## config.mk

```make
export PLATFORM = sky130hd
export DESIGN_NAME = bin2bcd_seq
export DESIGN_NICKNAME = d
export VERILOG_FILES = /design/src/rtl/bin2bcd_seq.sv
export SDC_FILE = /design/constraint.sdc
export NUM_CORES = 1
export LEC_CHECK = 0
export BUFFER_PORTS_ARGS = -buffer_cell sky130_fd_sc_hd__buf_2
export CORE_MARGIN = 4
export CORE_UTILIZATION = 40
export DETAILED_ROUTE_END_ITERATION = 8
export PLACE_DENSITY = 0.59
export SLEW_MARGIN = 20
export SYNTH_ARGS = -nofsm -noshare
export SYNTH_HDL_FRONTEND = slang
export SYNTH_SLANG_ARGS = --single-unit
```

## constraint.sdc

```tcl
create_clock -name clk -period 2.76 [get_ports clk]
set_input_delay 0.276 -clock clk [delete_from_list [all_inputs] [get_ports clk]]
set_output_delay 0.276 -clock clk [all_outputs]
set_load 0.05 [all_outputs]
```

## src/rtl/bin2bcd_seq.sv

```systemverilog
// Iterative double-dabble binary-to-BCD converter, one input bit per clock.
// Optional leading-zero blanking of digit_en when LEAD_ZERO_BLANK_EN is defined.
module bin2bcd_seq #(
    parameter int WIDTH  = 7,
    parameter int DIGITS = 3
) (
    input  logic                clk,
    input  logic                rst_n,
    input  logic                start,
    input  logic [WIDTH-1:0]    bin,
    output logic                busy,
    output logic                done,
    output logic [4*DIGITS-1:0] bcd,
    output logic                overflow,
    output logic [DIGITS-1:0]   digit_en
);

    localparam int BW = 4 * DIGITS;
    localparam int SW = BW + WIDTH;
    localparam int CW = $clog2(WIDTH + 1);

    typedef enum logic {
        IDLE  = 1'b0,
        SHIFT = 1'b1
    } state_t;

    state_t        state_q;
    logic [SW-1:0] work_q;
    logic [SW-1:0] adj_d;
    logic [SW-1:0] work_d;
    logic [CW-1:0] cnt_q;
    logic          ovf_acc_q;
    logic          ovf_d;
    logic          busy_q;
    logic          done_q;
    logic [BW-1:0] bcd_q;
    logic          ovf_q;
    logic          last_d;

    // BCD field sits above the binary bits; bits leaving the top digit
    // would belong to digits we do not have, hence the overflow flag.
    always_comb begin
        adj_d = work_q;
        for (int k = 0; k < DIGITS; k++) begin
            if (work_q[WIDTH+4*k +: 4] >= 4'd5) begin
                adj_d[WIDTH+4*k +: 4] = work_q[WIDTH+4*k +: 4] + 4'd3;
            end
        end
        work_d = {adj_d[SW-2:0], 1'b0};
        ovf_d  = ovf_acc_q | adj_d[SW-1];
    end

    assign last_d = (state_q == SHIFT) && (cnt_q == CW'(1));

    always_ff @(posedge clk) begin
        if (!rst_n) begin
            state_q   <= IDLE;
            work_q    <= '0;
            cnt_q     <= '0;
            ovf_acc_q <= 1'b0;
            busy_q    <= 1'b0;
            done_q    <= 1'b0;
            bcd_q     <= '0;
            ovf_q     <= 1'b0;
        end else begin
            done_q <= 1'b0;
            unique case (state_q)
                IDLE: begin
                    if (start) begin
                        work_q    <= {{BW{1'b0}}, bin};
                        cnt_q     <= CW'(WIDTH);
                        ovf_acc_q <= 1'b0;
                        busy_q    <= 1'b1;
                        state_q   <= SHIFT;
                    end
                end
                SHIFT: begin
                    work_q    <= work_d;
                    ovf_acc_q <= ovf_d;
                    cnt_q     <= cnt_q - CW'(1);
                    if (last_d) begin
                        state_q <= IDLE;
                        busy_q  <= 1'b0;
                        done_q  <= 1'b1;
                        bcd_q   <= work_d[WIDTH +: BW];
                        ovf_q   <= ovf_d;
                    end
                end
                default: state_q <= IDLE;
            endcase
        end
    end

`ifdef LEAD_ZERO_BLANK_EN
    logic [DIGITS-1:0] en_d;
    logic [DIGITS-1:0] en_q;
    logic              nz;

    always_comb begin
        en_d = '1;
        nz   = 1'b0;
        for (int k = DIGITS - 1; k >= 0; k--) begin
            nz      = nz | (work_d[WIDTH+4*k +: 4] != 4'd0);
            en_d[k] = nz;
        end
        en_d[0] = 1'b1;
        if (ovf_d) begin
            en_d = '1;
        end
    end

    always_ff @(posedge clk) begin
        if (!rst_n) begin
            en_q <= '1;
        end else if (last_d) begin
            en_q <= en_d;
        end
    end

    assign digit_en = en_q;
`else
    assign digit_en = '1;
`endif

    assign busy     = busy_q;
    assign done     = done_q;
    assign bcd      = bcd_q;
    assign overflow = ovf_q;

endmodule
```

==> metrics, run 1 <==
top post-synthesis cells by area dfxtp_1 43%, ha_1 5.6%, o21ai_2 4.9%; M3 GR Usage 0.0374; fmax 631 MHz; Critical Path Start Type register; vias per cell 5.01; Req. time, crit path 2.94 ns; Clock transition at path regs 0.07 ns; asr flop ratio synth 0; status complete, no violations; Pwr Density 547 nW/µm²; number of remaining DRC errors 0; worst clock skew 0.00375 ns; worst path cell trace nand3b_1 > and2_1 > a22oi_2 > o21ai_2; P_int 0.838 mW; main flop type after synthesis dfxtp_1; port bufs 24; initial antenna violation count 0; final period utilization 0.574; clock buffer depth 2; total grt overflow 0; Final Power 1.10 mW; first-pass GRT wire length 5640 µm; Tightest Hold Check Type in2reg; CP arrival 1.77 ns; Post-synth EDFFs 0; worst slew pin tran 0.589 ns; most common cell after layout, fill and taps aside dfxtp_1; met2 usage 0.202; die area 5620 µm²; sequential fraction of the synthesis area 0.435; post-synth top area share 0.435; Yosys reg bits 39; Reg power frac 0.534; M1 GR Usage 0.179; Antenna Violating Nets Remaining 0; most frequent cells in the layout 39 x dfxtp_1, 24 x buf_2, 17 x a21oi_1; r2r setup slk 1.18 ns; CTS tree built; Crit Path Max Fanout 15; Critical-path top delay cell dfxtp_1; FF/Latch Area 781 µm²; syn_area_per_cell 9.26 µm²; clk_lat worst skew 0.29 ns; Die Y 75.0 µm; CTS H-Tree Depth 2; routability cong. 0.757; Tot GR Track Use 0.136; GR peak layer met2; setup TNS 0 ns; Max-slew headroom 0.607; cts hold-fix bufs 0; maximum VDD drop 0.302 mV; Starting Density 0.412; final core utilization 0.464; Final Setup Violations 0; Vias 1,349; Final #Nets 234; Lkg Pwr 0.807 nW; Layout Cell Area excl Fill 2020 µm²; Die X 75.0 µm; Final Hold Fails 0; Core Area 4350 µm²; number of fill cells 425; CP Capture Type register; Synth area leader dfxtp_1; Ant. Diodes 0; area added between synthesis and finish 12.4%; Switching Fraction 0.241; drt first pass iters 4; Clock Sink Count 39; pin count of the biggest net entering global routing 16; Clock Power Share 0.378; DP Area 1920 µm²; Tmin final 1.58 ns; Unique masters post-synth 34; Comb power frac 0.088; drt total wl 3370 µm; Multi-input gate area 885 µm²; wire per inst 12.5 µm; Crit Path Category reg2reg; Max stage delay on crit path 0.60 ns; number of global-route vias before repair 1,231; Final Slew Violations 0; # rows 24; YS warnings 0; unrepaired setup endpoints after global routing false; hpwl dp 2430 µm; Setup Fix Bufs, Post-CTS 0; Starting DRT DRC Count 55; MaxCap Viol Count 0; Post-Synthesis Cells 194; NetSw 0.266 mW; Num CTS Buffers 5; PostCTS Resize Cnt 0; clk root buf clkbuf_8; synthesized area 1800 µm²; ratio of cells with drive above 1 in the final layout 0.240; Top-Level Pins 28
-- layer usage --
layer | vias to the layer above | part of all wire
met1 | 600 | 0.49
met3 | 8 | 0.039
met2 | 22 | 0.44
met5 | - | 0
met4 | 0 | 0.023
li1 | 719 | -
-- logic make-up (layout without fill, tap and decap cells) --
logic type | Yosys count | in the layout | synth area share
multiplexers | 10 | 10 | 0.0620
AO/OA/AOI/OAI | 53 | 53 | 0.205
flip-flops | 39 | 39 | 0.435
AND/OR/NAND/NOR | 53 | 53 | 0.149
other | 1 | 3 | 0.00209
XOR/XNOR | 3 | 3 | 0.0146
adder cells (fa/ha/maj) | 8 | 8 | 0.0558
buffers and inverters | 27 | 48 | 0.0767
-- metrics by stage --
| stage | std cells | hold WS [ns] | setup slack [ns] |
|---|---|---|---|
| floorplan | 196 | 0.436 | 1.36 |
| global placement | 261 | 0.435 | 1.19 |
| detailed placement | 261 | 0.437 | 1.19 |
| CTS | 269 | 0.282 | 1.16 |
| global route | 269 | 0.306 | 1.01 |
| finish | 269 | 0.280 | 1.18 |
-- cells in the mapped netlist, drive strengths merged, types with 2 or more instances --
library cell / count
nor2b: 2
buf: 11
o21ai: 18
clkbuf: 2
nand2b: 4
mux2i: 7
ha: 8
o32ai: 8
mux2: 3
nand3: 3
inv: 14
nor2: 15
xnor2: 3
nand2: 13
a21oi: 20
a211oi: 2
nor3b: 9
dfxtp: 39
nor3: 4
-- state kept, by name (all words and copies together), names as in the netlist --
name	flops
bcd	12
busy	1
cnt_q	3
done	1
overflow	1
ovf_acc_q	1
state_q	1
work_q	19
-- layout make-up --
cell class | count | share of cell area
flip-flops and latches | 39 | 0.387
multi-input cells | 130 | 0.438
repair buffers | 26 | 0.0670
clock buffers | 8 | 0.0496
inverters | 14 | 0.0260
well taps | 52 | 0.0322
-- power groups by stage --
stage	logic, mW	registers (mW)	clock network (mW)
after global placement	0.0985	0.602	0
after detailed placement	0.0984	0.602	0
after global routing	0.108	0.591	0.455
after CTS	0.0987	0.589	0.434
final	0.0976	0.590	0.417
after floorplan	0.0792	0.604	0
-- worst paths after layout --
path	start	cells after the start	endpoint
max	state_q$_SDFF_PN0_	4	overflow$_SDFFE_PN0P_
min	bin[0]	3	work_q[0]$_SDFFE_PN0P_
max reg2reg	state_q$_SDFF_PN0_	4	overflow$_SDFFE_PN0P_
min reg2reg	bcd[10]$_SDFFE_PN0P_	2	bcd[10]$_SDFFE_PN0P_
-- critical path, delay by kind of cell (launching register included) --
| kind | cells | cell delay [ns] |
|---|---|---|
| AOI/OAI and AO/OA | 2 | 0.35 |
| and+or+nand+nor | 2 | 0.53 |
| DFF | 1 | 0.60 |
No activity file was read; power rests on OpenSTA's default activity.
==> run 2, diff against run 1 <==
--- a/config.mk
+++ b/config.mk
@@ -9,7 +9,7 @@
 export CORE_MARGIN = 4
 export CORE_UTILIZATION = 40
 export DETAILED_ROUTE_END_ITERATION = 8
-export PLACE_DENSITY = 0.59
+export PLACE_DENSITY = 0.61
 export SLEW_MARGIN = 20
 export SYNTH_ARGS = -nofsm -noshare
 export SYNTH_HDL_FRONTEND = slang
==> constraint.sdc (replaced) <==
create_clock -name clk -period 1.4 [get_ports clk]
set_input_delay 0.14 -clock clk [delete_from_list [all_inputs] [get_ports clk]]
set_output_delay 0.14 -clock clk [all_outputs]
set_load 0.05 [all_outputs]
==> run 2 against run 1 <==
Clock-buffer cell count is the same. First-iteration DRC count grew 45%. Clock skew shrank 0.00069 ns. Routed wire length grew 11%. Critical endpoint is now work_q[17]$_SDFFE_PN0P_. Largest cell class unchanged. Largest power group unchanged.
==> metrics, run 2 (same netlist as run 1, synthesis figures left out) <==
status complete, no violations (unchanged); Pwr Density 976 nW/µm² (was 547 nW/µm²); M3 GR Usage 0.0360 (was 0.0374); CP arrival 1.60 ns (was 1.77 ns); Crit Path Max Fanout 3 (was 15); Die Y 75.0 µm (unchanged); total grt overflow 0 (unchanged); CP Capture Type register (unchanged); initial antenna violation count 0 (unchanged); placed cells 278 (was 261); Tmin final 1.39 ns (was 1.58 ns); cts hold-fix bufs 0 (unchanged); first-pass GRT wire length 6000 µm (was 5640 µm); met2 usage 0.217 (was 0.202); Clock transition at path regs 0.08 ns (was 0.07 ns); Finished Layout Cells 288 (was 269); worst path cell trace inv_2 > ha_1 > nand2b_4 > a21oi_4 > mux2_4 > o32ai_1 (was nand3b_1 > and2_1 > a22oi_2 > o21ai_2); Vias 1,466 (was 1,349); Starting DRT DRC Count 80 (was 55); CP Launch Point work_q[16]$_SDFFE_PN0P_ (was state_q$_SDFF_PN0_); maximum VDD drop 0.679 mV (was 0.302 mV); Req. time, crit path 1.60 ns (was 2.94 ns); Critical Path Start Type register (unchanged); Starting Density 0.412 (unchanged); routability cong. 0.760 (was 0.757); Critical-path top delay cell dfxtp_2 (was dfxtp_1); Multi-input gate area 976 µm² (was 885 µm²); Final Slew Violations 0 (unchanged); Final #Nets 253 (was 234); Worst Path Buf+Inv 1 (was 0); Reg with most FFs work_q (unchanged); Final Hold Fails 0 (unchanged); GR peak layer met2 (unchanged); clk root buf clkbuf_8 (unchanged); Lkg Pwr 0.924 nW (was 0.807 nW); Core Area 4350 µm² (unchanged); Tot GR Track Use 0.143 (was 0.136); port bufs 24 (unchanged); Tightest Hold Check Type in2reg (unchanged); Die X 75.0 µm (unchanged); Final Setup Violations 0 (unchanged); Top-Level Pins 28 (unchanged); Crit Path Category reg2reg (unchanged); M1 GR Usage 0.187 (was 0.179); FF/Latch Area 786 µm² (was 781 µm²); setup TNS 0 ns (unchanged); number of global-route vias before repair 1,300 (was 1,231); MaxCap Viol Count 0 (unchanged); Ant. Diodes 0 (unchanged); final period utilization 0.996 (was 0.574); DP Area 2060 µm² (was 1920 µm²); Hold WS 0.154 ns (was 0.280 ns); Num CTS Buffers 5 (unchanged); CTS tree built (unchanged); number of remaining DRC errors 0 (unchanged); fmax 717 MHz (was 631 MHz); Critical Path Stages 6 (was 4); worst clock skew 0.00306 ns (was 0.00375 ns); most common cell after layout, fill and taps aside dfxtp_1 (unchanged); number of fill cells 402 (was 425); Antenna Violating Nets Remaining 0 (unchanged); R2R cell count 6 (was 4); min-delay src rst_n (was bin[0]); Top delay family on crit path flip-flops (unchanged); drt total wl 3750 µm (was 3370 µm); unrepaired setup endpoints after global routing true (was false); clk_lat worst skew 0.29 ns (about the same); RR Startpoint work_q[16]$_SDFFE_PN0P_ (was state_q$_SDFF_PN0_); CTS H-Tree Depth 2 (unchanged); hpwl dp 2550 µm (was 2430 µm); pin count of the biggest net entering global routing 25 (was 16); Clock Sink Count 39 (unchanged); wire per inst 13.0 µm (was 12.5 µm); area added between synthesis and finish 26.6% (was 12.4%); hold path depth 3 (unchanged); vias per cell 5.09 (was 5.01); drt first pass iters 4 (unchanged); die area 5620 µm² (unchanged); ratio of cells with drive above 1 in the final layout 0.377 (was 0.240); clock buffer depth 2 (unchanged); Layout Cell Area excl Fill 2270 µm² (was 2020 µm²); r2r setup slk 0.006 ns (was 1.18 ns); most frequent cells in the layout 35 x dfxtp_1, 24 x buf_2, 20 x buf_4 (was 39 x dfxtp_1, 24 x buf_2, 17 x a21oi_1); Largest register FFs 19 (unchanged); Max stage delay on crit path 0.34 ns (was 0.60 ns); # rows 24 (unchanged); Final Power 2.22 mW (was 1.10 mW)
[run 2: cell count changes in the layout (fill, tap and decap cells not counted), moves of 3 or more]
| cell | change |
|---|---|
| a21oi_2 | -3 |
| nand2b_4 | +3 |
| dfxtp_1 | -4 |
| ha_1 | -4 |
| buf_4 | +18 |
| inv_1 | -3 |
| dfxtp_2 | +4 |
| nand2b_1 | -3 |
| a21oi_4 | +3 |
[run 2: power breakdown]
group / switching, mW / internal [mW]
Combinational: 0.140 / 0.0804
Sequential: 0.0167 / 1.14
Clock: 0.393 / 0.450
Total: 0.549 / 1.67
[run 2: cell type report]
class	count	area share
Sequential cell	39	0.346
Multi-Input combinational cell	130	0.430
Inverter	14	0.0242
Clock buffer	8	0.0441
Timing Repair Buffer	45	0.128
Tap cell	52	0.0286
[run 2: metal layers]
metal  vias up  wire, µm
met5         -         0
met2        24      1710
met4         0        83
li1        754         -
met1       680      1810
met3         8       145
[run 2: path summary, 6_finish.rpt]
path / to
worst max register to register: work_q[17]$_SDFFE_PN0P_
worst min register to register: bcd[5]$_SDFFE_PN0P_
worst max-delay path: work_q[17]$_SDFFE_PN0P_
worst min-delay path: ovf_acc_q$_SDFFE_PN0P_
[run 2: worst register-to-register path: stages (launching register included)]
cell and delay, ns:
dfxtp_2 0.34, inv_2 0.05, ha_1 0.17, nand2b_4 0.15, a21oi_4 0.17, mux2_4 0.32
o32ai_1 0.11
[run 2: stage by stage]
stage	util	setup slack (ns)
floorplan	-	0.00402
global placement	0.473	-0.00163
detailed placement	0.473	-0.0463
CTS	0.502	0.00371
global route	0.522	-0.0500
finish	0.522	0.00611
[run 2: what timing repair did]
item                                    4_1_cts  5_1_grt
buffers inserted                              0        2
resized for setup                             7       17
pin swaps                                     4        5
endpoints found under the setup margin        8       21
